## src/rtl/perceptron_host_master_if.sv

```systemverilog
// UART-side byte channel between the perceptron host master and its TX/RX pair.
`timescale 1ns/1ps
interface perceptron_host_master_if;
    logic [7:0] tx_byte;
    logic       tx_send;
    logic       tx_busy;
    logic [7:0] rx_byte;
    logic       rx_ready;
    logic       rx_clear;

    modport master (
        output tx_byte, tx_send, rx_clear,
        input  tx_busy, rx_byte, rx_ready
    );

    modport slave (
        input  tx_byte, tx_send, rx_clear,
        output tx_busy, rx_byte, rx_ready
    );
endinterface

```

## src/rtl/perceptron_host_master.sv

```systemverilog
// Host-side initiator of the perceptron UART protocol: sends weight/input writes
// and state reads, then validates the responder's ack, nack or data reply.
`timescale 1ns/1ps
module perceptron_host_master #(
    parameter int clock_frequency = 12000000,
    parameter int usart_baud_rate = 9600,
    parameter int timeout_bytes   = 4
) (
    input  logic        clk,
    input  logic        rst_n,
    input  logic        cmd_wr_w,
    input  logic        cmd_wr_in,
    input  logic        cmd_rd,
    input  logic [15:0] weight1_in,
    input  logic [15:0] weight2_in,
    input  logic [15:0] data1_in,
    input  logic [15:0] data2_in,
    perceptron_host_master_if.master uart,
    output logic [15:0] rd_weight1,
    output logic [15:0] rd_weight2,
    output logic [15:0] rd_result,
    output logic        busy,
    output logic        done,
    output logic        error,
    output logic [1:0]  error_code
);

    localparam int TO_CYC = timeout_bytes * 10 * clock_frequency / usart_baud_rate;
    localparam int TW     = $clog2(TO_CYC + 1);
    localparam logic [TW-1:0] TO_TERM = TW'(TO_CYC - 1);

    localparam logic [7:0] OP_WR_W  = 8'd50;
    localparam logic [7:0] OP_WR_IN = 8'd51;
    localparam logic [7:0] OP_RD    = 8'd5;
    localparam logic [7:0] RSP_DATA = 8'd100;
    localparam logic [7:0] RSP_ACK  = 8'd101;
    localparam logic [7:0] RSP_NACK = 8'd102;

    localparam logic [1:0] EC_NACK = 2'd1;
    localparam logic [1:0] EC_BAD  = 2'd2;
    localparam logic [1:0] EC_TOUT = 2'd3;

    typedef enum logic [3:0] {
        S_IDLE,
        S_LOAD,
        S_SEND,
        S_GUARD,
        S_WAIT_TX,
        S_NEXT_TX,
        S_WAIT_RX,
        S_REG_RX,
        S_DONE,
        S_ERR
    } state_t;

    state_t state, next;

    logic [31:0]   tx_buf;
    logic [7:0]    tx_byte_q;
    logic [7:0]    opcode;
    logic [2:0]    tx_cnt;
    logic [2:0]    rx_cnt;
    logic          op_rd;
    logic          hdr_seen;
    logic [39:0]   rx_sh;
    logic [TW-1:0] to_cnt;

    logic       accept;
    logic       ld_byte;
    logic       to_load;
    logic       shift_en;
    logic       hdr_set;
    logic       rd_upd;
    logic       err_set;
    logic [1:0] err_val;

    always_ff @(posedge clk or negedge rst_n) begin
        if (!rst_n) state <= S_IDLE;
        else        state <= next;
    end

    always_comb begin
        next     = state;
        accept   = 1'b0;
        ld_byte  = 1'b0;
        to_load  = 1'b0;
        shift_en = 1'b0;
        hdr_set  = 1'b0;
        rd_upd   = 1'b0;
        err_set  = 1'b0;
        err_val  = 2'd0;
        unique case (state)
            S_IDLE: begin
                if (cmd_wr_w || cmd_wr_in || cmd_rd) begin
                    accept = 1'b1;
                    next   = S_LOAD;
                end
            end
            S_LOAD: begin
                if (!uart.tx_busy) next = S_SEND;
            end
            S_SEND:  next = S_GUARD;
            S_GUARD: next = S_WAIT_TX;
            S_WAIT_TX: begin
                if (!uart.tx_busy) next = S_NEXT_TX;
            end
            S_NEXT_TX: begin
                if (tx_cnt == 3'd0) begin
                    next    = S_WAIT_RX;
                    to_load = 1'b1;
                end else if (!uart.tx_busy) begin
                    next    = S_SEND;
                    ld_byte = 1'b1;
                end
            end
            S_WAIT_RX: begin
                // A byte arriving on the terminal cycle still counts.
                if (uart.rx_ready) begin
                    next = S_REG_RX;
                end else if (to_cnt == TO_TERM) begin
                    next    = S_ERR;
                    err_set = 1'b1;
                    err_val = EC_TOUT;
                end
            end
            S_REG_RX: begin
                if (!op_rd) begin
                    if (uart.rx_byte == RSP_ACK) begin
                        next = S_DONE;
                    end else begin
                        next    = S_ERR;
                        err_set = 1'b1;
                        err_val = (uart.rx_byte == RSP_NACK) ? EC_NACK : EC_BAD;
                    end
                end else if (!hdr_seen) begin
                    if (uart.rx_byte == RSP_DATA) begin
                        next    = S_WAIT_RX;
                        hdr_set = 1'b1;
                        to_load = 1'b1;
                    end else begin
                        next    = S_ERR;
                        err_set = 1'b1;
                        err_val = EC_BAD;
                    end
                end else begin
                    shift_en = 1'b1;
                    if (rx_cnt == 3'd1) begin
                        next   = S_DONE;
                        rd_upd = 1'b1;
                    end else begin
                        next    = S_WAIT_RX;
                        to_load = 1'b1;
                    end
                end
            end
            S_DONE:  next = S_IDLE;
            S_ERR:   next = S_IDLE;
            default: next = S_IDLE;
        endcase
    end

    always_ff @(posedge clk or negedge rst_n) begin
        if (!rst_n) begin
            tx_buf     <= '0;
            tx_byte_q  <= '0;
            opcode     <= '0;
            tx_cnt     <= '0;
            rx_cnt     <= '0;
            op_rd      <= 1'b0;
            hdr_seen   <= 1'b0;
            rx_sh      <= '0;
            to_cnt     <= '0;
            error_code <= '0;
            rd_weight1 <= '0;
            rd_weight2 <= '0;
            rd_result  <= '0;
        end else begin
            if (accept) begin
                error_code <= 2'd0;
                rx_cnt     <= 3'd6;
                hdr_seen   <= 1'b0;
                if (cmd_wr_w) begin
                    opcode <= OP_WR_W;
                    tx_buf <= {weight1_in, weight2_in};
                    tx_cnt <= 3'd4;
                    op_rd  <= 1'b0;
                end else if (cmd_wr_in) begin
                    opcode <= OP_WR_IN;
                    tx_buf <= {data1_in, data2_in};
                    tx_cnt <= 3'd4;
                    op_rd  <= 1'b0;
                end else begin
                    opcode <= OP_RD;
                    tx_buf <= '0;
                    tx_cnt <= 3'd0;
                    op_rd  <= 1'b1;
                end
            end
            if (state == S_LOAD) tx_byte_q <= opcode;
            if (ld_byte) begin
                tx_byte_q <= tx_buf[31:24];
                tx_buf    <= {tx_buf[23:0], 8'h00};
                tx_cnt    <= tx_cnt - 3'd1;
            end
            // The entry cycle counts as the first elapsed cycle.
            if (to_load) begin
                to_cnt <= TW'(1);
            end else if (state == S_WAIT_RX && to_cnt != TO_TERM) begin
                to_cnt <= to_cnt + TW'(1);
            end
            if (hdr_set) hdr_seen <= 1'b1;
            if (shift_en) begin
                rx_sh  <= {rx_sh[31:0], uart.rx_byte};
                rx_cnt <= rx_cnt - 3'd1;
            end
            if (rd_upd) begin
                rd_weight1 <= rx_sh[39:24];
                rd_weight2 <= rx_sh[23:8];
                rd_result  <= {rx_sh[7:0], uart.rx_byte};
            end
            if (err_set) error_code <= err_val;
        end
    end

    assign uart.tx_byte  = tx_byte_q;
    assign uart.tx_send  = (state == S_SEND);
    assign uart.rx_clear = (state == S_REG_RX) ||
                           (state == S_IDLE && uart.rx_ready);

    assign busy  = (state != S_IDLE);
    assign done  = (state == S_DONE);
    assign error = (state == S_ERR);

endmodule

```

## src/flat_wrapper.sv

```systemverilog
// flat-port wrapper written by rule: the top's interface ports become plain ports
module perceptron_host_master_flat 
#(
    parameter int clock_frequency = 12000000,
    parameter int usart_baud_rate = 9600,
    parameter int timeout_bytes   = 4
)
  (clk, rst_n, cmd_wr_w, cmd_wr_in, cmd_rd, weight1_in, weight2_in, data1_in, data2_in, rd_weight1, rd_weight2, rd_result, busy, done, error, error_code, uart_tx_byte, uart_tx_send, uart_rx_clear, uart_tx_busy, uart_rx_byte, uart_rx_ready);
  perceptron_host_master_if uart_i ();
  input  logic clk;
  input  logic rst_n;
  input  logic cmd_wr_w;
  input  logic cmd_wr_in;
  input  logic cmd_rd;
  input  logic [15:0] weight1_in;
  input  logic [15:0] weight2_in;
  input  logic [15:0] data1_in;
  input  logic [15:0] data2_in;
  output logic [15:0] rd_weight1;
  output logic [15:0] rd_weight2;
  output logic [15:0] rd_result;
  output logic busy;
  output logic done;
  output logic error;
  output logic [1:0] error_code;
  output wire logic [$bits(uart_i.tx_byte)-1:0] uart_tx_byte;
  output wire logic [$bits(uart_i.tx_send)-1:0] uart_tx_send;
  output wire logic [$bits(uart_i.rx_clear)-1:0] uart_rx_clear;
  input wire logic [$bits(uart_i.tx_busy)-1:0] uart_tx_busy;
  input wire logic [$bits(uart_i.rx_byte)-1:0] uart_rx_byte;
  input wire logic [$bits(uart_i.rx_ready)-1:0] uart_rx_ready;
  assign uart_tx_byte = uart_i.tx_byte;
  assign uart_tx_send = uart_i.tx_send;
  assign uart_rx_clear = uart_i.rx_clear;
  assign uart_i.tx_busy = uart_tx_busy;
  assign uart_i.rx_byte = uart_rx_byte;
  assign uart_i.rx_ready = uart_rx_ready;
  perceptron_host_master #(.clock_frequency(clock_frequency), .usart_baud_rate(usart_baud_rate), .timeout_bytes(timeout_bytes)) u_core (.clk(clk), .rst_n(rst_n), .cmd_wr_w(cmd_wr_w), .cmd_wr_in(cmd_wr_in), .cmd_rd(cmd_rd), .weight1_in(weight1_in), .weight2_in(weight2_in), .data1_in(data1_in), .data2_in(data2_in), .uart(uart_i), .rd_weight1(rd_weight1), .rd_weight2(rd_weight2), .rd_result(rd_result), .busy(busy), .done(done), .error(error), .error_code(error_code));
endmodule
```

## config.mk

```make
export PLATFORM = sky130hd
export DESIGN_NAME = perceptron_host_master_flat
export DESIGN_NICKNAME = d
export VERILOG_FILES = /design/src/rtl/perceptron_host_master_if.sv /design/src/rtl/perceptron_host_master.sv /design/src/flat_wrapper.sv
export SDC_FILE = /design/constraint.sdc
export NUM_CORES = 1
export LEC_CHECK = 0
export ABC_AREA = 1
export BUFFER_PORTS_ARGS = -buffer_cell sky130_fd_sc_hd__buf_2
export CAP_MARGIN = 20
export CORE_MARGIN = 5
export CORE_UTILIZATION = 50
export DETAILED_ROUTE_END_ITERATION = 8
export GPL_TIMING_DRIVEN = 1
export PLACE_DENSITY = 0.73
export RECOVER_POWER = 100
export SLEW_MARGIN = 0
export SYNTH_ARGS = -nofsm -noshare
export SYNTH_HDL_FRONTEND = slang
export SYNTH_SLANG_ARGS = --single-unit
```

## constraint.sdc

```tcl
create_clock -name clk -period 2.5 [get_ports clk]
set_input_delay 0.125 -clock clk [delete_from_list [all_inputs] [get_ports clk]]
set_output_delay 0.125 -clock clk [all_outputs]
set_load 0.005 [all_outputs]
```

=== After elaboration in Yosys (flattened, before gate mapping) ===
Cells that the tools add are included.

* $add $sub $neg: 3
* Equality and inequality tests: 18
* Mux-type cells: 70
* Reduce and logical (&&, ||, !) cells: 15

{| class="wikitable"
|+ Operator list
! operator !! count
|-
| $mux 32 || 4
|-
| $mux 4 || 10
|-
| $mux 16 || 2
|-
| $pmux 4 s8 || 1
|-
| $mux 1 || 31
|-
| $eq 8x7->1 const B || 3
|-
| $mux 8 || 3
|-
| $mux 2 || 9
|-
| $mux 3 || 6
|-
| $add 16x1->16 const B || 1
|-
| $eq 16x16->1 const B || 1
|-
| $eq 4x3->1 const B || 4
|-
| $ne 16x16->1 const B || 1
|-
| $reduce_bool 2->1 || 6
|-
| $eq 4x2->1 const B || 2
|-
| $eq 4x4->1 const B || 2
|-
| $mux 6 || 1
|-
| $sub 3x1->3 const B || 2
|-
| $eq 4x1->1 const B || 1
|-
| $logic_not 4->1 || 1
|-
| $pmux 1 s2 || 2
|-
| $pmux 2 s2 || 1
|-
| $reduce_bool 4->1 || 1
|-
| $eq 3x1->1 const B || 1
|-
| other kinds (7) || 10
|}

* Register bits after elaboration: 166
* Bits of input ports: 79
* Output and inout port bits: 63
* Logic and storage cells: 120

=== Depth between registers and ports, before layout ===
Gate-level depths: netlist of run 1.

* Word-level depth: 6
* Gate-level depth with buffers: 11
* Depth with buffers taken out: 11

=== Worst setup path before layout of run 1 ===
OpenSTA, ideal clock, no wires.

* Path kind: register -> register
* From: register u_core.rx_cnt[1]
* To: register u_core.rd_result[9]
* Library setup time: 0.117 ns
* Arrival time: 1.502 ns
* Required time: 2.383 ns
* Setup slack: 0.881 ns
* Stages on the path, launching flop included: 11
* Cell sequence: dfrtp_1 inv_1 ha_1 inv_1 nor2_1 nand2_1 nor3_4 inv_4 buf_6 nand2_2 o21ai_2

* Cells in the longest elaborated chain, start to end: 5

{| class="wikitable"
|+ Ends and longest elaborated chain
! element !! RTL line !! RTL
|-
| start: declaration || perceptron_host_master.sv:62 || <nowiki>logic [2:0] rx_cnt;</nowiki>
|-
| start signal: assignment || perceptron_host_master.sv:214 || <nowiki>rx_cnt <= rx_cnt - 3'd1;</nowiki>
|-
| $eq 3x1->1 || perceptron_host_master.sv:147 || <nowiki>if (rx_cnt == 3'd1) begin</nowiki>
|-
| $mux 1 || perceptron_host_master.sv:147 ||
|-
| $mux 1 || perceptron_host_master.sv:135 || <nowiki>end else if (!hdr_seen) begin</nowiki>
|-
| $mux 1 || perceptron_host_master.sv:127 || <nowiki>if (!op_rd) begin</nowiki>
|-
| $mux 1 || perceptron_host_master.sv:92 || <nowiki>unique case (state)</nowiki>
|-
| end signal: assignment || perceptron_host_master.sv:219 || <nowiki>rd_result <= {rx_sh[7:0], uart.rx_byte};</nowiki>
|-
| end: declaration || perceptron_host_master.sv:21 || <nowiki>output logic [15:0] rd_result,</nowiki>
|}

No other way between the ends.
A chain may end at the register's enable or synchronous reset.

=== Final worst setup path of run 1 ===
* From: register u_core.state[3]
* To: register u_core.rd_weight2[5]

* Cells in the longest elaborated chain, start to end: 2

{| class="wikitable"
|+ Ends and longest elaborated chain
! element !! RTL line !! RTL
|-
| start: declaration || perceptron_host_master.sv:56 || <nowiki>state_t state, next;</nowiki>
|-
| start signal: assignment || perceptron_host_master.sv:79 || <nowiki>else state <= next;</nowiki>
|-
| $eq 4x3->1 || perceptron_host_master.sv:92 ||
|-
| $mux 1 || perceptron_host_master.sv:92 ||
|-
| end signal: assignment || perceptron_host_master.sv:218 || <nowiki>rd_weight2 <= rx_sh[23:8];</nowiki>
|-
| end: declaration || perceptron_host_master.sv:20 || <nowiki>output logic [15:0] rd_weight2,</nowiki>
|}

No other way between the ends.

==> results.cfg, run 1 <==
[run_status]
status = finished, final reports clean

[pwr]
power_density_nw_per_um2 = 836.3
p_int_mw = 5.077
seqPwrFrac = 0.442
swShare = 0.2974
ir_worst_vdd_uv = 525.6
switchingPower_mw = 2.149
p_total_mw = 7.226
clockPowerShare = 0.353
comb_power_share = 0.205
leakage_nw = 4.160

[layout]
fin_cells = 1169
layout_common_cells = nand2_1, dfrtp_1, buf_2
fillers = 1361
final_common_cell = nand2_1
diodes = 0
multi_input_area_um2 = 2616
regArea_um2 = 4004
final_nets = 1057
layout-drive-gt1-share = 0.1604
syn_to_final_growth_pct = 17.65
final_util = 0.5967

[floorplanning]
die_h_um = 131.2
die_width_um = 131.2
ioPinCount = 142
num_rows = 44
core_area_um2 = 14480
initial_utilization = 0.5072
die_area_um2 = 17210

[global_route]
track_usage = 0.2000
overflow = 0
grt_max_degree = 81
antenna_found_initial = 0
grt_pass1_vias = 6007
grt_first_pass_wirelength_um = 28860

[synth]
synth_top_area_cell = dfrtp_1
ys_types = 37
synthFlopType = dfrtp_1
yosys_warnings = 0
yosys-top-cells-area = dfrtp_1, nand2_1, inv_1, o21ai_2, a22oi_1
ys_ff_latch = 160
synth_area_um2 = 7343
synthArstFlopShare = 1.000
ys_seq_area_frac = 0.5452
synth_edf_count = 0
synthesis.instances = 827
syn_area_per_cell_um2 = 8.879
syn-num-nets = 911
synth_top_cell_area_share = 0.5452

[detailed_routing]
wl_per_cell_um = 14.71
top_layer = met4
vias = 6062
viasPerCell = 5.186
drt_drc_violations_left = 0
drt_iter0_markers = 441
wl_met2_um = 8137
drt-pass1-iter-count = 5
ant_nets = 0
wl_met3_um = 941
drt-total-wl_um = 17200
wl_met1_um = 7952

[place]
globalplace.congestion = 0.8709
dp_cells = 1127
hpwl_um = 12020
portBuffers = 141

[timing]
setup_tns_ns = 0
period_share = 0.8601
drv_slew = 0
finalHoldViolations = 0
rsz0062_at_grt = false
setup_viol = 0
finalCriticalPeriod_ns = 2.150
skew_ns = 0.01026
slew_headroom = 0.1723
worst_pin_slew_ns = 1.242
fmax_ghz = 0.4651

[clock_tree]
cts.sinks = 160
cts_root_buf = clkbuf_16
ctsResizeCount = 0
path_clk_slew_ns = 0.06
cts_buffers = 17
h-tree-depth = 4
tritoncts = built
cts_buffer_depth = 2
clk_latency_ns = 0.42

[hold_path]
whs_path_depth = 3
min_from = data2_in[4]
hp-class = in -> reg
min_to = u_core.tx_buf[4]

[critical_path]
reg2reg_slack_ns = 0.35
path_max_fanout = 55
rr_endpoint = u_core.rd_weight2[5]
required_ns = 2.83
setup.worst_path.class = reg -> reg
reg2reg_from = u_core.state[3]
critPathCaptureType = flip-flop
ff2ff_path_depth = 8
cp_data_arrival_time_ns = 2.48
cp-start-kind = flip-flop
crit_path_start = u_core.state[3]

[job]
cap_violations = 0
## Yosys cell counts, drive strengths merged, types with 13 or more instances
master and n:
inv 89, buf 24, nor3 14, clkbuf 13, o21ai 90, nand3 26, nor2 56, nand4 14
dfrtp 160, nand2 250, a22oi 33, o221ai 15
## sequential cells by signal, indices dropped and copies added (netlist names)
name / flops
u_core.rd_result: 16
u_core.error_code: 2
u_core.rx_cnt: 3
u_core.state: 4
u_core.opcode: 3
u_core.hdr_seen: 1
u_core.to_cnt: 16
u_core.tx_cnt: 3
u_core.rd_weight2: 16
u_core.uart.tx_byte: 8
u_core.rd_weight1: 16
u_core.rx_sh: 40
u_core.tx_buf: 32
## repair_timing
action | CTS | global route
setup buffers | 0 | 0
hold endpoints to repair | 60 | 0
hold buffers | 11 | 0
setup endpoints to repair | 0 | 0
## worst max path at each step
stage / endpoint / slack (ns) / cells past startpoint
after global routing: u_core.to_cnt[9] / 0.19 / 10
after CTS: u_core.rd_weight2[9] / 0.53 / 8
final: u_core.rd_weight2[5] / 0.35 / 8
after detailed placement: u_core.rd_result[14] / 0.56 / 8
after floorplan: u_core.rd_result[9] / 0.88 / 10
after global placement: u_core.rd_weight2[9] / 0.62 / 8
## layout make-up
class / instances / area share
tap: 184 / 0.02665
timing repair buffer: 164 / 0.1002
clock inverter: 11 / 0.01636
clock buffer: 20 / 0.05054
multi-input combinational: 539 / 0.3028
sequential: 160 / 0.4634
inverter: 91 / 0.03997
## per-stage QoR
step                hold WS, ns  worst slack [ns]  instance area [um2]
global placement        0.08731            0.6234                 8155
CTS                    0.002346            0.5261                 8843
floorplan               -0.1706            0.8812                 7343
detailed placement      0.08843            0.5563                 8155
global route            0.01575            0.1914                 8640
finish                  0.01762            0.3499                 8640
## cell families after synthesis
family / count (synthesis) / share of synthesized area
buffers and inverters: 128 / 0.07991
AOI/OAI and AO/OA: 169 / 0.1578
and+or+nand+nor: 365 / 0.2086
adders and majority gates: 5 / 0.008519
DFF: 160 / 0.5452
## per-layer routing
metal / up-vias / global-route usage
met5: - / 0
met4: 0 / 0.04965
met3: 18 / 0.05352
met2: 155 / 0.3208
met1: 2878 / 0.2727
li1: 3011 / -
## critical path, stage by stage, from the launching register on
cell,delay [ns]
dfrtp_1,0.38
inv_1,0.13
nand2_1,0.18
clkinv_2,0.12
nand3_4,0.11
nor3_1,0.23
buf_4,0.48
nand2_1,0.20
o21ai_0,0.20
## power by group through the flow
stage          Combinational (mW)  Clock [mW]  Sequential, mW
2_1_floorplan                1.05           0            3.19
3_3_place_gp                 1.48           0            3.23
3_5_place_dp                 1.51           0            3.24
4_1_cts                      1.53        2.60            3.20
5_1_grt                      1.69        2.71            3.24
6_report                     1.48        2.55            3.20
Note: power is estimated with default switching activity, not from simulation.
==> run 2, diff against run 1 <==
Settings changed: BUFFER_PORTS_ARGS -buffer_cell sky130_fd_sc_hd__buf_2 to -buffer_cell sky130_fd_sc_hd__buf_4.
Clock period 2.5 ns to 2.75 ns, I/O delays scaled along.
==> run 2 against run 1 <==
Net effect:
- the run now ends with max-capacitance violations, max-slew violations left
- design area is 5.1% higher
- via count hardly changed
- first-iteration DRC count is 20% higher
==> results.cfg, run 2 (synthesized netlist as in run 1, its figures left out) <==
[critical_path]
cp-start-kind = flip-flop
cp_data_arrival_time_ns = 2.52
critPathCaptureType = flip-flop
required_ns = 3.07
setup.worst_path.class = reg -> reg
path_max_fanout = 30

[job]
cap_violations = 1

[timing]
setup_viol = 0
period_share = 0.8012
drv_slew = 36
skew_ns = 0.005808
finalHoldViolations = 0
setup_tns_ns = 0
setup_slack_ns = 0.5468
fmax_ghz = 0.4539
rsz0062_at_grt = false
slew_headroom = -0.4220
finalCriticalPeriod_ns = 2.203
worst_pin_slew_ns = 2.133

[global_route]
grt_first_pass_wirelength_um = 28990
track_usage = 0.2027
grt_pass1_vias = 5883
antenna_found_initial = 0
grt_max_degree = 81
overflow = 0

[layout]
largest_reg_flops = 40
layout_common_cells = nand2_1, dfrtp_1, o21ai_0
regMostFlops = u_core.rx_sh
diodes = 0
final_common_cell = nand2_1
reg_top3 = u_core.rx_sh: 40 flops, u_core.tx_buf: 32 flops
syn_to_final_growth_pct = 23.62
final_util = 0.6269
fin_cells = 1162
layout-drive-gt1-share = 0.1922
final_nets = 1050

[clock_tree]
cts_root_buf = clkbuf_16
cts.sinks = 160
cts_buffer_depth = 2
path_clk_slew_ns = 0.06
post_cts_buffers = 0
ctsResizeCount = 0
cts_buffers = 17
tritoncts = built
h-tree-depth = 4
clk_latency_ns = 0.42

[run_status]
status = finished with violations
violations = max-capacitance violations, max-slew violations

[hold_path]
hp-class = in -> reg

[pwr]
ir_worst_vdd_uv = 544.3
leakage_nw = 4.347
p_total_mw = 6.913
power_density_nw_per_um2 = 761.6

[floorplanning]
die_area_um2 = 17210
die_h_um = 131.2
initial_utilization = 0.5072
core_area_um2 = 14480
num_rows = 44
die_width_um = 131.2
ioPinCount = 142

[detailed_routing]
ant_nets = 0
viasPerCell = 5.220
wl_per_cell_um = 14.76
vias = 6066
drt_iter0_markers = 529
drt-total-wl_um = 17150
drt_drc_violations_left = 0
drt-pass1-iter-count = 5

[place]
dp_cells = 1122
hpwl_um = 12100
pre_cts_slack_ns = 0.5620
globalplace.congestion = 0.8472
portBuffers = 141
==> run 2: layer usage <==
layer,vias to the layer above,share of wire,global-route usage
met5,-,0,0
met4,0,0.014,0.06755
met3,17,0.054,0.05008
met2,161,0.47,0.3093
met1,2886,0.46,0.2859
li1,3002,-,-
==> run 2: worst max-delay path, cell delays in order (launching register included) <==
cell and delay, ns:
dfrtp_1 0.38, inv_1 0.12, nand2_1 0.16, clkinvlp_2 0.18, nand3_4 0.13, nor3_4 0.32, inv_1 0.46, o21ai_0 0.34
==> run 2: metrics by stage <==
| stage | cell area (um2) | hold WS (ns) |
|---|---|---|
| 6_report | 9077 | 0.02379 |
| 3_5_place_dp | 8493 | 0.06597 |
| 3_3_place_gp | 8493 | 0.06208 |
| 2_1_floorplan | 7343 | -0.1581 |
| 5_1_grt | 9077 | 0.02289 |
| 4_1_cts | 9233 | 0.005303 |
==> run 2: final timing paths <==
path	endpoint	slack [ns]	startpoint	cells past startpoint
min	u_core.rx_sh[5]	0.02	uart_rx_byte[5]	3
max reg2reg	u_core.rx_sh[35]	0.55	u_core.state[3]	7
min in group asynchronous	u_core.tx_buf[20]	0.88	rst_n	2
min reg2reg	u_core.rd_weight1[11]	0.47	u_core.rd_weight1[11]	2
max in group asynchronous	u_core.rx_sh[11]	0.64	rst_n	3
max	u_core.rx_sh[35]	0.55	u_core.state[3]	7
==> run 2: where the power goes <==
part           internal [mW]  leakage (nW)  switching [mW]
combinational          0.545          1.96           0.877
sequential              2.71          2.08           0.206
clock                   1.63         0.313           0.939
total                   4.89          4.35            2.02
==> run 2: cell type report <==
class | instances | area [um2]
Clock buffer | 18 | 439.2
Clock inverter | 13 | 210.2
Fill cell | 1311 | 5401
Inverter | 91 | 345.3
Multi-Input combinational cell | 539 | 2636
Sequential cell | 160 | 4004
Tap cell | 184 | 230.2
Timing Repair Buffer | 157 | 1212
==> run 2: what timing repair did <==
item / 4_1_cts / 5_1_grt
hold buffers: 9 / 0
hold endpoints to repair: 74 / 0
endpoints found under the setup margin: 0 / 0
==> run 3, diff against run 2 <==
Settings changed: ABC_AREA 1 to 0, PLACE_DENSITY 0.73 to 0.77.
Clock period 2.75 ns to 1.9 ns, I/O delays scaled along.
==> run 3 against run 2 <==
Net effect:
- the flow now finishes without violations
- first-iteration DRC count up 4.9%
- clock skew increased by 0.00064 ns
- synthesized cell count fell by 21%
- count of clock-buffer cells in the layout up 2
- cell count fell by 11%
- setup slack got worse by 0.49 ns
- critical path type is now in -> reg
- largest power group unchanged
- highest routed layer unchanged
==> results.cfg, run 3 <==
[run_status]
status = finished, final reports clean

[hold_path]
whs_path_depth = 3
min_to = u_core.tx_buf[3]
hp-class = in -> reg
min_from = weight2_in[3]

[global_route]
overflow = 0
antenna_found_initial = 0
grt_pass1_vias = 5912
grt_first_pass_wirelength_um = 28570
track_usage = 0.2152
grt_max_degree = 53

[detailed_routing]
vias = 5710
drt_drc_violations_left = 0
drt-total-wl_um = 17920
ant_nets = 0
wl_per_cell_um = 17.32
drt-pass1-iter-count = 5
drt_iter0_markers = 555
viasPerCell = 5.517

[synth]
yosys-top-cells-area = dfrtp_1, nand2_1, mux2_2, a221o_1, a22oi_1
synthMuxAreaShare = 0.07858
synthFlopType = dfrtp_1
synth_commonest_cells = dfrtp_1, nand2_1, nor2_1
syn_area_per_cell_um2 = 10.72
yosys.area_share.simple = 0.1720
ys_ff_latch = 160
yosys_warnings = 0
ys_types = 51
synth_adder_area_share = 0.008909
synth_top_cell_area_share = 0.5702
synthesis.instances = 655
synth_top_area_cell = dfrtp_1
yosysMostFrequentCell = dfrtp_1
syn-num-nets = 739
synth-xor-area-share = 0.01497
synthArstFlopShare = 1.000
synth_edf_count = 0
synth_top_family_by_area = simple AND/OR/NAND/NOR gates
ys_seq_area_frac = 0.5702
synth_area_um2 = 7022
synth_compound_area_frac = 0.1203

[critical_path]
setup.worst_path.class = in -> reg
critPathCaptureType = flip-flop
reg2reg_slack_ns = 0.05
cp_top_family = buffers and inverters
ff2ff_path_depth = 7
rr_endpoint = u_core.tx_buf[8]
crit_chain = dlygate4sd3_1 -> buf_4 -> nand4bb_1 -> or4_4 -> o21a_1 -> o21ai_4 -> buf_6 -> a221o_1
reg2reg_from = u_core.tx_cnt[0]
cp-start-kind = input pin
max_stage_delay_ns = 0.56
required_ns = 2.26
cp_data_arrival_time_ns = 2.21
path_buf_inv = 3
cp_slowest_cell = or4_4
path_max_fanout = 17

[clock_tree]
h-tree-depth = 4
tritoncts = built
cts_root_buf = clkbuf_16
cts_buffer_depth = 2
cts.sinks = 160
cts_buffers = 17
path_clk_slew_ns = 0.06
clk_latency_ns = 0.42

[pwr]
switchingPower_mw = 3.019
ir_worst_vdd_uv = 779.7
comb_power_share = 0.234
p_int_mw = 7.592
power_density_nw_per_um2 = 1123
clockPowerShare = 0.362
leakage_nw = 4.673
swShare = 0.2845
seqPwrFrac = 0.405

[layout]
final_area_um2 = 9449
fin_cells = 1035
syn_to_final_growth_pct = 34.57
layout_common_cells = nand2_1, dfrtp_1, buf_4
regMostFlops = u_core.rx_sh
final_nets = 926
layout-drive-gt1-share = 0.3240
fillers = 982
largest_reg_flops = 40
reg_top3 = u_core.rx_sh: 40 flops, u_core.tx_buf: 32 flops
regArea_um2 = 4008
diodes = 0
final_util = 0.6834
multi_input_area_um2 = 2828

[timing]
period_share = 0.9727
finalCriticalPeriod_ns = 1.848
slew_headroom = 0.1212
worst_pin_slew_ns = 1.318
setup_tns_ns = 0
setup_viol = 0
skew_ns = 0.006450
drv_slew = 0
fmax_ghz = 0.5411
finalHoldViolations = 0
setup_slack_ns = 0.05189

[floorplanning]
num_rows = 43
initial_utilization = 0.5078
die_area_um2 = 16510
die_h_um = 128.5
core_area_um2 = 13830
die_width_um = 128.5
ioPinCount = 142

[place]
postPlaceCellArea_um2 = 8466
pre_cts_slack_ns = -0.07023
dp_cells = 971
portBuffers = 141
globalplace.congestion = 0.8411
hpwl_um = 11650

[job]
cap_violations = 0
## run 3: cell types whose count changed after synthesis, sizes merged, moves of 14 or more
cell,change
a221o,+28
inv,-78
mux2,+49
nand2,-93
nand3,-14
o21ai,-66
o221ai,-15
## run 3: cell families after synthesis
family	after synthesis
simple gates	266
xor+xnor	12
flops	160
fa+ha+maj	5
buf+inv	52
mux	49
compound gates	111
## run 3: repair_timing
action / in CTS / in global routing
gates cloned: 0 / 3
pin swaps: 1 / 8
setup buffers: 2 / 5
endpoints found under the hold margin: 72 / 0
setup endpoints to repair: 7 / 60
gates resized for setup: 4 / 15
hold buffers: 22 / 0
## run 3: cell type report
cell class	instances	area share
Clock buffer	20	0.04939
Clock inverter	12	0.02158
Inverter	11	0.004370
Multi-Input combinational cell	443	0.2993
Sequential cell	160	0.4241
Tap cell	180	0.02383
Timing Repair Buffer	209	0.1774
## run 3: worst register-to-register path, stage by stage, from the launching register on
cell	delay, ns
dfrtp_1	0.39
inv_1	0.09
ha_1	0.16
nor2b_4	0.17
nor4_4	0.06
clkbuf_4	0.14
clkbuf_2	0.29
a221o_1	0.44
## run 3: routing by layer
| layer | up-vias | global-route usage | routed length [um] |
|---|---|---|---|
| met5 | - | 0 | 0 |
| li1 | 2670 | - | - |
| met3 | 33 | 0.05729 | 1033 |
| met4 | 0 | 0.07350 | 420 |
| met1 | 2799 | 0.2758 | 7450 |
| met2 | 208 | 0.3567 | 9019 |
## run 3: per-stage QoR
| step | hold slack [ns] | total power [mW] |
|---|---|---|
| 3_3_place_gp | 0.06892 | 6.441 |
| 5_1_grt | 0.01756 | 11.08 |
| 6_report | 0.009585 | 10.61 |
| 2_1_floorplan | -0.2006 | 5.571 |
| 4_1_cts | 0.001924 | 10.53 |
| 3_5_place_dp | 0.07626 | 6.639 |
## run 3: worst max-delay path by stage
stage	start	endpoint	slack, ns	cells past startpoint
3_3_place_gp	u_core.tx_cnt[0]	u_core.tx_buf[16]	-0.21	6
6_report	uart_rx_byte[2]	u_core.state[1]	0.05	8
2_1_floorplan	u_core.state[1]	u_core.rd_result[0]	0.07	8
3_5_place_dp	u_core.state[3]	u_core.uart.tx_byte[5]	-0.07	5
4_1_cts	u_core.tx_cnt[0]	u_core.state[2]	0.005	8
5_1_grt	u_core.tx_cnt[0]	u_core.tx_buf[8]	-0.009	7
## run 3: power by group through the flow
stage | logic [mW] | clock network, mW | registers, mW
2_1_floorplan | 1.41 | 0 | 4.16
3_3_place_gp | 2.14 | 0 | 4.30
3_5_place_dp | 2.33 | 0 | 4.30
4_1_cts | 2.40 | 3.86 | 4.26
5_1_grt | 2.72 | 4.03 | 4.33
6_report | 2.48 | 3.84 | 4.29
